<file path="config.mk">
export PLATFORM = sky130hd
export DESIGN_NAME = ro_puf_eval
export DESIGN_NICKNAME = d
export VERILOG_FILES = /design/src/rtl/ro_puf_eval.sv
export SDC_FILE = /design/constraint.sdc
export NUM_CORES = 1
export LEC_CHECK = 0
export ABC_AREA = 1
export BUFFER_PORTS_ARGS = -buffer_cell sky130_fd_sc_hd__buf_2
export CORE_UTILIZATION = 35
export CTS_BUF_LIST = sky130_fd_sc_hd__clkbuf_8
export CTS_CLUSTER_DIAMETER = 150
export CTS_CLUSTER_SIZE = 10
export DETAILED_ROUTE_END_ITERATION = 6
export GPL_ROUTABILITY_DRIVEN = 0
export PLACE_DENSITY = 0.51
export REMOVE_ABC_BUFFERS = 1
export SYNTH_ARGS = -nofsm -noshare
export SYNTH_HDL_FRONTEND = slang
export SYNTH_SLANG_ARGS = --single-unit
</file>
<file path="constraint.sdc">
create_clock -name clk -period 2.4 [get_ports clk]
set_input_delay 0.12 -clock clk [delete_from_list [all_inputs] [get_ports clk]]
set_output_delay 0.12 -clock clk [all_outputs]
set_load 0.03 [all_outputs]
</file>
<file path="src/rtl/ro_puf_eval.sv">
// Ring-oscillator PUF evaluator: counts edges of a challenge-selected RO pair per response bit.
// Optional RO_PUF_MAJORITY_EN: each bit is the majority of three pair evaluations.
module ro_puf_eval #(
    parameter int NUM_RO = 16,
    parameter int CH_W   = 4,
    parameter int RESP_W = 8,
    parameter int CNT_W  = 16,
    parameter int WIN_W  = 12,
    parameter int SETTLE = 4
) (
    input  logic              clk,
    input  logic              reset,
    input  logic              start,
    input  logic [CH_W-1:0]   challenge,
    input  logic [WIN_W-1:0]  win_len,
    input  logic [NUM_RO-1:0] ro_in,
    output logic [NUM_RO-1:0] ro_en,
    output logic              busy,
    output logic              resp_valid,
    output logic [RESP_W-1:0] response
);

    localparam int IW = (RESP_W > 1) ? $clog2(RESP_W) : 1;
    localparam int SW = $clog2(SETTLE);
    localparam int TW = (WIN_W > SW) ? WIN_W : SW;
    localparam logic [CH_W-1:0] HALF   = CH_W'(NUM_RO / 2);
    localparam logic [IW-1:0]   LAST   = IW'(RESP_W - 1);
    localparam logic [TW-1:0]   SET_LD = TW'(SETTLE - 1);

    typedef enum logic [2:0] {IDLE, SETUP, COUNT, COMPARE, DONE} state_t;

    state_t            state;
    logic [CH_W-1:0]   chal_q;
    logic [WIN_W-1:0]  win_q;
    logic [WIN_W-1:0]  win_m1;
    logic [IW-1:0]     idx;
    logic [TW-1:0]     tmr;
    logic [CNT_W-1:0]  cnt_a;
    logic [CNT_W-1:0]  cnt_b;
    logic [NUM_RO-1:0] s1, s2, hist, rise;
    logic [CH_W-1:0]   a_sel, b_sel, nxt_base;
    logic              gt;
    logic              bit_done;
    logic              bit_val;

    function automatic logic [NUM_RO-1:0] pair_mask(input logic [CH_W-1:0] base);
        logic [NUM_RO-1:0] m;
        m = '0;
        m[base] = 1'b1;
        m[base + HALF] = 1'b1;
        return m;
    endfunction

    always_ff @(posedge clk) begin
        s1   <= ro_in;
        s2   <= s1;
        hist <= s2;
    end

    assign rise     = s2 & ~hist;
    assign a_sel    = chal_q + CH_W'(idx);
    assign b_sel    = a_sel + HALF;
    assign nxt_base = a_sel + CH_W'(1);
    assign gt       = cnt_a > cnt_b;
    // wraps 0 to all-ones, giving a 2^WIN_W cycle window
    assign win_m1   = win_q - WIN_W'(1);

`ifdef RO_PUF_MAJORITY_EN
    logic [1:0] pass_q;
    logic [1:0] votes;
    logic [1:0] votes_n;

    assign votes_n  = votes + {1'b0, gt};
    assign bit_done = (pass_q == 2'd2);
    assign bit_val  = (votes_n >= 2'd2);

    always_ff @(posedge clk) begin
        if (reset || state == IDLE) begin
            pass_q <= '0;
            votes  <= '0;
        end else if (state == COMPARE) begin
            if (bit_done) begin
                pass_q <= '0;
                votes  <= '0;
            end else begin
                pass_q <= pass_q + 2'd1;
                votes  <= votes_n;
            end
        end
    end
`else
    assign bit_done = 1'b1;
    assign bit_val  = gt;
`endif

    always_ff @(posedge clk) begin
        if (reset) begin
            state      <= IDLE;
            ro_en      <= '0;
            busy       <= 1'b0;
            resp_valid <= 1'b0;
            response   <= '0;
            idx        <= '0;
            chal_q     <= '0;
            win_q      <= '0;
            tmr        <= '0;
            cnt_a      <= '0;
            cnt_b      <= '0;
        end else begin
            resp_valid <= 1'b0;
            unique case (state)
                IDLE: begin
                    if (start) begin
                        chal_q   <= challenge;
                        win_q    <= win_len;
                        idx      <= '0;
                        response <= '0;
                        ro_en    <= pair_mask(challenge);
                        busy     <= 1'b1;
                        tmr      <= SET_LD;
                        state    <= SETUP;
                    end
                end
                SETUP: begin
                    cnt_a <= '0;
                    cnt_b <= '0;
                    if (tmr == '0) begin
                        tmr   <= TW'(win_m1);
                        state <= COUNT;
                    end else begin
                        tmr <= tmr - TW'(1);
                    end
                end
                COUNT: begin
                    if (rise[a_sel] && cnt_a != '1)
                        cnt_a <= cnt_a + CNT_W'(1);
                    if (rise[b_sel] && cnt_b != '1)
                        cnt_b <= cnt_b + CNT_W'(1);
                    if (tmr == '0) begin
                        ro_en <= '0;
                        state <= COMPARE;
                    end else begin
                        tmr <= tmr - TW'(1);
                    end
                end
                COMPARE: begin
                    if (bit_done)
                        response[idx] <= bit_val;
                    if (bit_done && idx == LAST) begin
                        busy       <= 1'b0;
                        resp_valid <= 1'b1;
                        state      <= DONE;
                    end else begin
                        if (bit_done)
                            idx <= idx + IW'(1);
                        ro_en <= pair_mask(bit_done ? nxt_base : a_sel);
                        tmr   <= SET_LD;
                        state <= SETUP;
                    end
                end
                DONE: state <= IDLE;
                default: state <= IDLE;
            endcase
        end
    end

endmodule
</file>
-- After elaboration in Yosys (flattened, before gate mapping)
Cells that the tools add are included.
- register bits after elaboration: 140
- output and inout port bits: 26
- logic and storage cells: 121
- add/subtract/negate cells: 10
- magnitude comparators: 13
- equality and inequality tests: 14
- muxes and demuxes: 42
- bitwise logic cells: 5
- reduce and logical (&&, ||, !) cells: 23
- operator list (kind ; number):
    16-bit 2-to-1 mux ; 5
    16-bit case mux with 2 select lines ; 2
    12-bit 2-to-1 mux ; 4
    12-bit case mux with 4 select lines ; 1
    16-bit case mux with 3 select lines ; 1
    16-bit by 1-bit adder with 16-bit output (second input constant) ; 2
    16-bit inequality test (second input constant) ; 2
    16-bit OR ; 2
    4-bit by 5-bit < comparator with 1-bit output (second input constant) ; 6
    12-bit by 1-bit subtractor with 12-bit output (second input constant) ; 2
    3-bit 2-to-1 mux ; 6
    16-bit AND ; 1
    1-bit demux with 4-bit select ; 4
    4-bit by 1-bit >= comparator with 1-bit output (second input constant) ; 4
    16-bit greater-than comparator ; 1
    2-bit inequality test (second input constant) ; 8
    16-bit NOT ; 1
    8-bit case mux with 2 select lines ; 1
    4-bit adder (second input constant) ; 3
    12-bit zero test ; 1
    3-bit case mux with 4 select lines ; 1
    1-bit 2-to-1 mux ; 10
    3-bit AND reduction ; 3
    1-bit binary-select mux with 4-bit select ; 2
    22 further kinds ; 34

-- Longest topological paths before layout
- depth after elaboration: 10
- depth in mapped cells: 16
- gate-level depth less buffers: 16

-- Worst setup path after synthesis
OpenSTA, ideal clock, no wires.
- path kind: flip-flop to flip-flop
- start: register idx[0]
- end: register cnt_b[10]
- setup time: 0.132 ns
- arrival: 2.097 ns
- data required time: 2.268 ns
- slack: 0.171 ns
- stages on the path, launching flop included: 17
- path buffers: 1
- cell sequence: dfxtp_1 -> ha_1 -> fa_1 -> inv_1 -> nand2_1 -> inv_2 -> nand2_1 -> nand2_1 -> nor2_1 -> nand2_1 -> nand2_1 -> nand2_1 -> nand3_4 -> nand2_4 -> buf_4 -> nand2_1 -> a21oi_1
- cells in the longest elaborated chain, start to end: 7
- ends and longest elaborated chain (what ; RTL line ; source):
    start: declaration ; 36 ; logic [IW-1:0] idx;
    start signal: assignment ; 155 ; idx <= idx + IW'(1);
    4-bit by 3-bit adder with 4-bit output ; 61 ; assign a_sel = chal_q + CH_W'(idx);
    4-bit adder ; 62 ; assign b_sel = a_sel + HALF;
    1-bit binary-select mux with 4-bit select ; 137 ; if (rise[b_sel] && cnt_b != '1)
    1-bit 2-to-1 mux (implied by the code) ; 137 ;
    1-bit logical AND ; 137 ;
    2-bit inequality test (no line) ; n/a ;
    2-bit AND reduction (no line) ; n/a ;
    end signal: assignment ; 138 ; cnt_b <= cnt_b + CNT_W'(1);
    end: declaration ; 39 ; logic [CNT_W-1:0] cnt_b;
No other way between the ends. The select of a mux whose other input is x is not followed.
A chain may end at the register's enable or synchronous reset.

-- Worst setup path after layout
- start: register chal_q[0]
- end: register cnt_b[3]
- cells in the longest elaborated chain, start to end: 7
- ends and longest elaborated chain (what ; RTL line ; source):
    start: declaration ; 33 ; logic [CH_W-1:0] chal_q;
    start signal: assignment ; 114 ; chal_q <= challenge;
    4-bit by 3-bit adder with 4-bit output ; 61 ;
    4-bit adder ; 62 ;
    1-bit binary-select mux with 4-bit select ; 137 ;
    1-bit 2-to-1 mux (implied by the code) ; 137 ;
    1-bit logical AND ; 137 ;
    2-bit inequality test (no line) ; n/a ;
    2-bit AND reduction (no line) ; n/a ;
No other way between the ends. The select of a mux whose other input is x is not followed.

==> results.toml <==
[place]
detailedPlacementHpwl_um = 11200
placed_cells_incl_taps = 1187
io_buffer_count = 60
detailed_place.area_um2 = 7120

[status]
failed_checks = "setup timing"
run_status = "complete, but fails checks"

[setup_path]
cp_data_arrival_time_ns = 2.82
critical_path_peak_fanout = 6
critPathRequiredTime_ns = 2.78
criticalPathCategory = "flip-flop to flip-flop"
worstSetupStartpointType = "flip-flop"
timing.critical_path.to_type = "flip-flop"

[logic_synthesis]
synth_simple_gate_area_share_pct = 27.6
synth-seq-area-share_pct = 40.2
synth_mux_area_share_pct = 0
post_synth_fa_ha_maj_area_fraction_pct = 5.07
ys_types = 37
synthDominantAreaCellType = "dfxtp_1"
post_synthesis_register_bit_count = 132
post_synth_xor_area_fraction_pct = 4.80
synth-main-ff-cell = "dfxtp_1"
synth_enable_flop_cells = 0
synthesis.instances = 911
synth_area_leaders = "dfxtp_1, nand2_1, a21oi_1"
synth_cell_area_um2 = 6570
synth-compound-area-share_pct = 13.3
syn_area_per_cell_um2 = 7.21
yosys_synthesis_warning_count = 0
postSynth.asyncResetShare_pct = 0
synth_top_family_by_area = "simple AND/OR/NAND/NOR gates"
synth_top_area_share_pct = 40.2

[cells_and_area]
antenna_cells = 0
finalInstanceArea_um2 = 8000
area_growth_syn_to_layout_pct = 21.8
design.final.nets = 1072
final.fill_count = 1887
post_route_cells_drive_above_1_share_pct = 16.2
non_filler_cells_final = 1253

[power_and_ir_drop]
p_leak_nw = 3.37
power-per-cell-area_nw_per_um2 = 753
vdd_drop_max_v = 0.000419

[timing]
timing.final.setup_violations = 14
fin_crit_ns = 2.44
timing.final.ws_setup_ns = -0.0390
max_freq_mhz = 410
clock-skew-final_ns = 0.0218
tightestPinTransition_ns = 0.606
rsz_0062_raised_after_global_routing = "yes"
slew_viol_final = 0
timing.max_slew.rel_slack_pct = 59.6
hold_viol_final = 0
fin_crit_sh_pct = 102

[global_routing]
grt_start_max_net_pins = 37
grt_first_pass_wirelength_um = 27100
initial_antenna_violation_count = 0
number_of_global_route_vias_before_repair = 5531
all_layer_global_routing_usage_pct = 17.3
grt-ovfl-total = 0

[detailed_routing]
drt-vias-per-instance = 4.76
drt_iter0_markers = 378
wl_per_cell_um = 12.9
drtAntennaViolNets = 0
detailedRoute.firstPassIterationCount = 7
detail_route.drc_violations = 0
route.vias.total = 5968
drt_wl_total_um = 16200

[clock_network]
cts_num_sinks = 132
clk_latency_ns = 0.45
clock_tree_from_tritoncts = "yes"
htreeDepth = 4
cts_root_buffer = "clkbuf_8"
cts.reportedPaths.clkPinSlew_ns = 0.10
cts_buffer_depth = 2
tritoncts.num_buffers = 17

[floorplan]
rows = 49
die_y_um = 139
dieWidth_um = 139
initial_core_util_pct = 36.2
num_io_pins = 61
core_area_um2 = 18100
dieArea_um2 = 19300

[hold_path]
worst_hold_class = "input port to flip-flop"

[job]
maxCapViolCount = 0
-- synth_stat cells (8+ instances only) --
cell type	count
a21oi_1	95
nor3_1	21
nand3_1	66
dfxtp_1	132
nand2_1	187
buf_4	10
o32ai_1	8
xor2_1	33
o21ai_0	41
nor2_1	114
nand4_1	9
inv_1	97
clkbuf_1	16
ha_1	25
-- report_power, final --
group | internal [mW] | total, mW | switching [mW]
registers | 2.35 | 2.47 | 0.118
clock network | 0.787 | 1.86 | 1.07
logic | 0.583 | 1.70 | 1.12
total | 3.72 | 6.03 | 2.31
-- routing by layer --
layer / part of all wire [%] / GRT usage [%] / wire [um] / vias up
met1: 50 / 23.2 / 8120 / 2669
met3: 3.9 / 4.25 / 624 / 7
met5: 0 / 0 / 0 / -
li1: - / - / - / 3172
met4: 0.85 / 4.04 / 138 / 0
met2: 45 / 27.9 / 7280 / 120
-- cell type report --
type                    count  area (um2)  area share, %
multi-input cells         641        3470           43.4
flip-flops and latches    132        2650           33.1
repair buffers            113         808           10.1
inverters                 106         403           5.04
well taps                 229         287           3.58
clock buffers              17         234           2.93
clock inverters            15         153           1.91
-- what timing repair did --
| item | 4_1_cts | 5_1_grt |
|---|---|---|
| setup endpoints to repair | 32 | 32 |
| setup buffers | 0 | 1 |
| pin swaps | 0 | 22 |
| resized for setup | 5 | 31 |
| gates cloned | 0 | 2 |
| endpoints found under the hold margin | 31 | 0 |
| hold buffers | 31 | 0 |
-- final timing paths --
check               startpoint        end  slack, ns  cells past startpoint
setup / recovery     chal_q[0]   cnt_b[3]      -0.04                     15
hold / removal    challenge[2]  ro_en[10]       0.08                      4
setup reg to reg     chal_q[0]   cnt_b[3]      -0.04                     15
hold reg to reg          s1[6]      s2[6]       0.33                      0
-- cell families after synthesis --
kind of cell             count (synthesis)
flip-flops                             132
adder cells (fa/ha/maj)                 26
XOR/XNOR                                36
buffers and inverters                  139
AO/OA/AOI/OAI                          162
AND/OR/NAND/NOR                        416
-- placed cells by master (no fill, tap or decap), types with 18 or more instances in the layout --
cell,synthesis,final
nand3_1,66,60
o21ai_0,41,41
nor2_1,114,113
xor2_1,33,33
buf_2,2,60
nand2_1,187,179
nor3_1,21,20
buf_4,10,18
a21oi_1,95,91
ha_1,25,24
dlygate4sd3_1,0,31
dfxtp_1,132,130
inv_1,97,96
-- registers in the layout, indices dropped and copies added, names as in the netlist, 3 cells and up --
register  flops
s2           16
state         3
tmr          12
hist         16
idx           3
win_q        12
ro_en         8
response      8
cnt_b        16
s1           16
cnt_a        16
chal_q        4
-- stage by stage --
stage	total power, mW	util [%]	hold slack [ns]	worst slack [ns]	TNS (ns)
3_5_place_dp	4.06	39.2	0.224	-0.0316	-0.314
5_1_grt	6.44	44.1	0.0774	-0.212	-5.94
3_3_place_gp	4.06	39.2	0.222	-0.00705	-0.0135
6_report	6.03	44.1	0.0804	-0.0390	-0.258
4_1_cts	6.00	43.1	0.0456	-0.00750	-0.0292
2_1_floorplan	3.57	-	0.148	0.211	0
-- critical path: stages (launching register included) --
cell	delay, ns
dfxtp_2	0.35
ha_4	0.16
fa_2	0.64
inv_4	0.07
nand2_4	0.10
inv_2	0.04
nand2_1	0.06
nand2_1	0.05
nor2_1	0.10
nand2_1	0.07
nand2_2	0.10
nand2_2	0.06
nand3_4	0.19
clkbuf_16	0.19
nand3_1	0.06
a21oi_1	0.13
Power figures use the tool's default switching activity.
